<file path="src/rtl/locked_adder_scheduler.sv">
// -----------------------------------------------------------------------------
// locked_adder_scheduler
//
// Shares one key-locked (XOR/XNOR-encrypted) ripple-carry adder netlist
// between two requesters. A 32-bit unlock key is shifted in serially, MSB
// first, and presented on keyinput_o. Add requests are arbitrated
// round-robin. The winner's operands are driven onto the adder and held for
// SETTLE_CYCLES cycles so the combinational carry chain can settle. The sum
// is then captured and returned with a one-cycle ack.
//
// Ports
//   clk_i, rst_i            clock, asynchronous active-high reset
//   key_start_i             pulse: begin (or restart) a serial key load
//   key_sdi_i, key_sv_i     serial key bit (MSB first) and its valid strobe
//   key_ready_o             key fully loaded, adder usable
//   req0_i, a0_i, b0_i      requester 0: request (held until ack) + operands
//   req1_i, a1_i, b1_i      requester 1: request (held until ack) + operands
//   ack0_o, ack1_o          one-cycle completion pulse per requester
//   rsp_data_o              DATA_W+1 result, valid with ack
//   add1_o, add2_o          operands driven to the locked adder
//   keyinput_o              key bus driven to the locked adder
//   result_i                locked adder output (DATA_W+1)
//   busy_o                  high in any state other than IDLE
//   key_err_o               (only with SCHED_KEY_LOCK_EN) ignored re-key pulse
//
// Build option
//   SCHED_KEY_LOCK_EN : once a key is loaded, further key_start_i pulses are
//                       ignored until reset. Each ignored pulse seen in IDLE
//                       raises key_err_o for one cycle.
// -----------------------------------------------------------------------------
module locked_adder_scheduler #(
   parameter int unsigned DATA_W        = 16,
   parameter int unsigned KEY_W         = 32,
   parameter int unsigned SETTLE_CYCLES = 2
) (
   input  logic              clk_i,
   input  logic              rst_i,
   input  logic              key_start_i,
   input  logic              key_sdi_i,
   input  logic              key_sv_i,
   output logic              key_ready_o,
   input  logic              req0_i,
   input  logic              req1_i,
   input  logic [DATA_W-1:0] a0_i,
   input  logic [DATA_W-1:0] b0_i,
   input  logic [DATA_W-1:0] a1_i,
   input  logic [DATA_W-1:0] b1_i,
   output logic              ack0_o,
   output logic              ack1_o,
   output logic [DATA_W:0]   rsp_data_o,
   output logic [DATA_W-1:0] add1_o,
   output logic [DATA_W-1:0] add2_o,
   output logic [KEY_W-1:0]  keyinput_o,
   input  logic [DATA_W:0]   result_i,
   output logic              busy_o
`ifdef SCHED_KEY_LOCK_EN
   ,
   output logic              key_err_o
`endif
);

   localparam int unsigned CNT_W   = (KEY_W > 2) ? $clog2(KEY_W) : 1;
   localparam int unsigned SET_MAX = (SETTLE_CYCLES > 0) ? SETTLE_CYCLES : 1;
   localparam int unsigned SET_W   = (SET_MAX > 1) ? $clog2(SET_MAX) : 1;

   localparam logic [CNT_W-1:0] BIT_LAST = CNT_W'(KEY_W - 1);
   localparam logic [SET_W-1:0] SET_LAST = SET_W'(SET_MAX - 1);

   localparam logic [2:0] S_NOKEY  = 3'd0;
   localparam logic [2:0] S_KLOAD  = 3'd1;
   localparam logic [2:0] S_IDLE   = 3'd2;
   localparam logic [2:0] S_ISSUE  = 3'd3;
   localparam logic [2:0] S_SETTLE = 3'd4;
   localparam logic [2:0] S_RESP   = 3'd5;

   // State and datapath registers
   logic [2:0]        r_state;
   logic [KEY_W-2:0]  r_shift;     // only KEY_W-1 bits: the last bit goes straight to the key
   logic [CNT_W-1:0]  r_bit_cnt;
   logic [SET_W-1:0]  r_set_cnt;
   logic [KEY_W-1:0]  r_key;
   logic              r_key_ready;
   logic              r_rr_ptr;    // 0: favour req0 on contention, 1: favour req1
   logic              r_grant;     // requester owning the current transaction
   logic [DATA_W-1:0] r_add1;
   logic [DATA_W-1:0] r_add2;
   logic [DATA_W:0]   r_rsp;
   logic              r_ack0;
   logic              r_ack1;
   logic              r_busy;
`ifdef SCHED_KEY_LOCK_EN
   logic              r_key_err;
   logic              w_key_err_nxt;
`endif

   // Next-state values
   logic [2:0]        w_state_nxt;
   logic [KEY_W-2:0]  w_shift_nxt;
   logic [CNT_W-1:0]  w_bit_cnt_nxt;
   logic [SET_W-1:0]  w_set_cnt_nxt;
   logic [KEY_W-1:0]  w_key_nxt;
   logic              w_key_ready_nxt;
   logic              w_rr_ptr_nxt;
   logic              w_grant_nxt;
   logic [DATA_W-1:0] w_add1_nxt;
   logic [DATA_W-1:0] w_add2_nxt;
   logic [DATA_W:0]   w_rsp_nxt;
   logic              w_ack0_nxt;
   logic              w_ack1_nxt;
   logic              w_busy_nxt;

   logic              w_any_req;
   logic              w_arb_pick;
   logic              w_rekey;

   // Round-robin pick: on contention follow the pointer, otherwise the lone requester
   assign w_any_req  = req0_i | req1_i;
   assign w_arb_pick = (req0_i & req1_i) ? r_rr_ptr : req1_i;

   // Whether a key_start_i seen in IDLE is honoured
`ifdef SCHED_KEY_LOCK_EN
   assign w_rekey = 1'b0;
`else
   assign w_rekey = key_start_i;
`endif

   // Next-state and next-output logic
   always_comb begin
      w_state_nxt     = r_state;
      w_shift_nxt     = r_shift;
      w_bit_cnt_nxt   = r_bit_cnt;
      w_set_cnt_nxt   = r_set_cnt;
      w_key_nxt       = r_key;
      w_key_ready_nxt = r_key_ready;
      w_rr_ptr_nxt    = r_rr_ptr;
      w_grant_nxt     = r_grant;
      w_add1_nxt      = r_add1;
      w_add2_nxt      = r_add2;
      w_rsp_nxt       = r_rsp;
      w_ack0_nxt      = 1'b0;
      w_ack1_nxt      = 1'b0;
`ifdef SCHED_KEY_LOCK_EN
      w_key_err_nxt   = 1'b0;
`endif

      case (r_state)
         S_NOKEY: begin
            if (key_start_i) begin
               w_state_nxt   = S_KLOAD;
               w_bit_cnt_nxt = '0;
            end
         end

         S_KLOAD: begin
            if (key_start_i) begin
               // Restart: bits already shifted are discarded by the count reset
               w_bit_cnt_nxt = '0;
            end else if (key_sv_i) begin
               if (r_bit_cnt == BIT_LAST) begin
                  // Whole key lands on the bus in one edge
                  w_key_nxt       = {r_shift, key_sdi_i};
                  w_key_ready_nxt = 1'b1;
                  w_bit_cnt_nxt   = '0;
                  w_state_nxt     = S_IDLE;
               end else begin
                  w_shift_nxt   = {r_shift[KEY_W-3:0], key_sdi_i};
                  w_bit_cnt_nxt = r_bit_cnt + CNT_W'(1);
               end
            end
         end

         S_IDLE: begin
`ifdef SCHED_KEY_LOCK_EN
            w_key_err_nxt = key_start_i;
`endif
            if (w_rekey) begin
               w_state_nxt     = S_KLOAD;
               w_key_ready_nxt = 1'b0;
               w_bit_cnt_nxt   = '0;
            end else if (w_any_req) begin
               w_grant_nxt  = w_arb_pick;
               w_rr_ptr_nxt = ~w_arb_pick;
               w_state_nxt  = S_ISSUE;
            end
         end

         S_ISSUE: begin
            w_add1_nxt    = r_grant ? a1_i : a0_i;
            w_add2_nxt    = r_grant ? b1_i : b0_i;
            w_set_cnt_nxt = '0;
            w_state_nxt   = S_SETTLE;
         end

         S_SETTLE: begin
            if (r_set_cnt == SET_LAST) begin
               w_rsp_nxt   = result_i;
               w_state_nxt = S_RESP;
            end else begin
               w_set_cnt_nxt = r_set_cnt + SET_W'(1);
            end
         end

         S_RESP: begin
            w_ack0_nxt  = ~r_grant;
            w_ack1_nxt  = r_grant;
            w_state_nxt = S_IDLE;
         end

         default: begin
            w_state_nxt = S_NOKEY;
         end
      endcase

      w_busy_nxt = (w_state_nxt != S_IDLE);
   end

   // State and output registers
   always_ff @(posedge clk_i or posedge rst_i) begin
      if (rst_i) begin
         r_state     <= S_NOKEY;
         r_shift     <= '0;
         r_bit_cnt   <= '0;
         r_set_cnt   <= '0;
         r_key       <= '0;
         r_key_ready <= 1'b0;
         r_rr_ptr    <= 1'b0;
         r_grant     <= 1'b0;
         r_add1      <= '0;
         r_add2      <= '0;
         r_rsp       <= '0;
         r_ack0      <= 1'b0;
         r_ack1      <= 1'b0;
         r_busy      <= 1'b0;
`ifdef SCHED_KEY_LOCK_EN
         r_key_err   <= 1'b0;
`endif
      end else begin
         r_state     <= w_state_nxt;
         r_shift     <= w_shift_nxt;
         r_bit_cnt   <= w_bit_cnt_nxt;
         r_set_cnt   <= w_set_cnt_nxt;
         r_key       <= w_key_nxt;
         r_key_ready <= w_key_ready_nxt;
         r_rr_ptr    <= w_rr_ptr_nxt;
         r_grant     <= w_grant_nxt;
         r_add1      <= w_add1_nxt;
         r_add2      <= w_add2_nxt;
         r_rsp       <= w_rsp_nxt;
         r_ack0      <= w_ack0_nxt;
         r_ack1      <= w_ack1_nxt;
         r_busy      <= w_busy_nxt;
`ifdef SCHED_KEY_LOCK_EN
         r_key_err   <= w_key_err_nxt;
`endif
      end
   end

   assign key_ready_o = r_key_ready;
   assign keyinput_o  = r_key;
   assign add1_o      = r_add1;
   assign add2_o      = r_add2;
   assign rsp_data_o  = r_rsp;
   assign ack0_o      = r_ack0;
   assign ack1_o      = r_ack1;
   assign busy_o      = r_busy;
`ifdef SCHED_KEY_LOCK_EN
   assign key_err_o   = r_key_err;
`endif

endmodule

</file>
<file path="config.mk">
export PLATFORM = sky130hd
export DESIGN_NAME = locked_adder_scheduler
export DESIGN_NICKNAME = d
export VERILOG_FILES = /design/src/rtl/locked_adder_scheduler.sv
export SDC_FILE = /design/constraint.sdc
export NUM_CORES = 1
export LEC_CHECK = 0
export BUFFER_PORTS_ARGS = -buffer_cell sky130_fd_sc_hd__clkbuf_2
export CAP_MARGIN = 10
export CORE_ASPECT_RATIO = 0.5
export CORE_UTILIZATION = 45
export DETAILED_ROUTE_END_ITERATION = 8
export PLACE_DENSITY_LB_ADDON = 0.3
export REMOVE_ABC_BUFFERS = 1
export SYNTH_ARGS = -nofsm -noshare
export SYNTH_HDL_FRONTEND = slang
export SYNTH_SLANG_ARGS = --single-unit
export TNS_END_PERCENT = 50
</file>
<file path="constraint.sdc">
create_clock -name clk_i -period 4.1 [get_ports clk_i]
set_input_delay 0.615 -clock clk_i [delete_from_list [all_inputs] [get_ports clk_i]]
set_output_delay 0.615 -clock clk_i [all_outputs]
set_load 0.05 [all_outputs]
</file>
==> summary.md <==
| Metric | Value |
|---|---|
| Final hold slack | `0.4094 ns` |
| Syn Area/Cell | `13.54 sq um` |
| Slew Viols, Final | `0` |
| Dpl ws | `1.881 ns` |
| Worst-Margin Slew | `1.106 ns` |
| Largest net degree at the start of global routing | `76` |
| Largest fanout on the critical path | `18` |
| Die area | `12,020 sq um` |
| Period utilization | `0.5422` |
| Fmax | `0.4498 GHz` |
| CTS tree | `yes` |
| Slew headroom | `0.2617` |
| CP Capture Type | `register` |
| Final setup violation count | `0` |
| CTS Buf Count | `17` |
| Drt pass-1 iters | `4` |
| Final net count | `645` |
| Number of antenna diodes | `0` |
| Max capacitance violation total | `0` |
| Hold buffer count at CTS | `0` |
| Die Wd | `154.0 um` |
| R2R cell count | `2` |
| Fillers | `914` |
| Async set-or-reset flop fraction in the synthesized netlist | `1.000` |
| Worst R2R Setup Slack | `1.88 ns` |
| Final WS setup | `1.877 ns` |
| Lkg Pwr | `3.543 nW` |
| Worst flop-to-flop path endpoint | `rsp_data_o[6]` |
| Initial antenna violation count | `0` |
| Min cycle time layout | `2.223 ns` |
| Root Buffer | `clkbuf_16` |
| WL final | `10,060 um` |
| Routed WL per cell | `14.13 um` |
| #FFs+latches synth | `127` |
| Dpl cells | `681` |
| Post-CTS setup repair buffer count | `0` |
| Max VDD drop | `0.2877 mV` |
| Die height | `78.02 um` |
| Sequential Power Share | `0.464` |
| Area Growth Syn to Fin | `29.61%` |
| Comb power frac | `0.056` |
| Final setup skew | `0.01127 ns` |
| I/O Buffers | `172` |
| Gpl congestion | `0.7432` |
| Final TNS setup | `0 ns` |
| Via count | `3,466` |
| Hold WC Path Type | `in -> async` |
| Final Power | `2.957 mW` |
| Final routed DRC violation total | `0` |
| Via/cell ratio | `4.868` |
| Number of flops mapped to enable cells by yosys | `0` |
| Power density cells | `438.6 nW/um^2` |
| Final hold violations | `0` |
| Worst R2R Start | `r_state[2]` |
| RSZ-0062 raised after global routing | `no` |
| Share of cells above drive strength 1 | `0.4638` |
| Number of global-route vias before repair | `3,480` |
| Max clock buf depth | `2` |
| Util after Layout | `0.6066` |
| GRT overflow | `0` |
| ANT nets after route | `0` |
| WS Path Type | `reg -> reg` |
| Clock-pin transition on the worst setup and hold timing paths | `0.05 ns` |
| Status | `completed` |
| Gr usage total | `0.1764` |
| Placed Area | `6176 sq um` |
| WP data required | `4.38 ns` |
| Post-route cell area | `6741 sq um` |
| Sw frac | `0.2130` |
| # IOs | `173` |
| P_int | `2.327 mW` |
| Clock group share of total power | `0.479` |
| Switching power | `0.6298 mW` |
| Ys flop type | `dfrtp_1` |
| Synthesis Warnings | `0` |
| Distinct cells, synth | `37` |
| Syn Std Cell Area | `5201 sq um` |
| H-tree Lvls | `4` |
| Clock Sinks | `127` |
| Seq/Total Area, Yosys | `0.6110` |
| Clock network latency to the later pin of the worst-skew pair | `0.40 ns` |
| Detail Placement HPWL | `7019 um` |
| Post-cts sizing count | `0` |
| Initial Util | `0.4680` |
| Worst path arrival time | `2.50 ns` |
| Startpoint types | `register` |
| Core Area | `11,110 sq um` |
| Post-route non-filler standard cell count | `712` |
| Global-route wire length before repair | `16,500 um` |
| Starting DRC count in detailed routing | `112` |
| Syn Inst Count | `384` |
| Site Rows | `27` |
[critical path: stages, from the launching register on]
cell      delay, ns
dfrtp_1        0.62
nor4bb_4       1.06
mux2_2         0.43
[flip-flops by register name, indices dropped and copies added (netlist names)]
register and count:
keyinput_o 32, r_shift 31, rsp_data_o 17, add1_o 16
add2_o 16, r_bit_cnt 5, r_state 3, ack0_o 1
ack1_o 1, busy_o 1, key_ready_o 1, r_grant 1
r_rr_ptr 1, r_set_cnt 1
[synthesized netlist by cell type (all sizes together) (2+ instances only)]
cell type,count,area share
a21o,2,0.0029
a21oi,4,0.0038
a31oi,3,0.0036
and3,4,0.0048
buf,15,0.018
clkbuf,9,0.0065
dfrtp,127,0.61
ha,2,0.0048
inv,4,0.0029
mux2,82,0.18
mux2i,33,0.064
nand2,38,0.027
nand3b,2,0.0029
nor2,4,0.0029
nor2b,2,0.0024
nor4b,3,0.0091
o21ai,36,0.035
[final cells by class]
class,instances,area (sq um),area share
flip-flops and latches,127,3179,0.4716
well taps,145,181.4,0.02691
repair buffers,176,903.4,0.1340
multi-input cells,229,1894,0.2810
inverters,4,17.52,0.002598
clock inverters,10,115.1,0.01707
clock buffers,21,450.4,0.06682
[cell usage in the layout, fill, tap and decap left out, types with 2 or more instances in the layout]
cell type / instances
a21o_1: 2
a21oi_1: 4
a31oi_1: 3
and3_1: 4
buf_4: 3
bufinv_16: 2
clkbuf_1: 3
clkbuf_16: 17
clkbuf_2: 172
clkinv_2: 3
clkinv_4: 2
clkinvlp_4: 3
dfrtp_1: 126
ha_1: 2
inv_1: 3
mux2_1: 29
mux2_2: 53
mux2i_1: 33
nand2_1: 38
nand3b_1: 2
nor2_1: 4
nor2b_1: 2
o21ai_0: 36
[kinds of logic (layout without fill, tap and decap cells)]
group	Yosys count	count (layout)	synth area share
AOI/OAI and AO/OA	52	52	0.05605
adders and majority gates	2	2	0.004810
buffers and inverters	28	211	0.02766
DFF	127	127	0.6110
muxes	115	115	0.2410
and+or+nand+nor	60	60	0.05942
[layer usage]
layer | GRT usage | wire length [um]
met5 | 0 | 0
met4 | 0.07700 | 118
met3 | 0.05356 | 548
met2 | 0.2986 | 5056
met1 | 0.2107 | 4337
[how the worst max path moves through the flow]
stage | cells after the start | slack [ns] | end | from
2_1_floorplan | 1 | 0.10 | ack0_o | rst_i
3_3_place_gp | 2 | 1.92 | rsp_data_o[7] | r_state[2]
3_5_place_dp | 2 | 1.88 | rsp_data_o[5] | r_state[2]
4_1_cts | 2 | 1.88 | rsp_data_o[5] | r_state[2]
5_1_grt | 4 | 1.61 | add1_o[10] | r_state[0]
6_report | 2 | 1.88 | rsp_data_o[6] | r_state[2]
[power groups by stage]
stage | Combinational [mW] | Sequential, mW | Clock (mW)
finish | 0.166 | 1.37 | 1.42
global route | 0.187 | 1.38 | 1.51
CTS | 0.171 | 1.37 | 1.45
detailed placement | 0.170 | 1.39 | 0
global placement | 0.164 | 1.39 | 0
floorplan | 0.106 | 1.38 | 0
No activity file was read; power rests on OpenSTA's default activity.
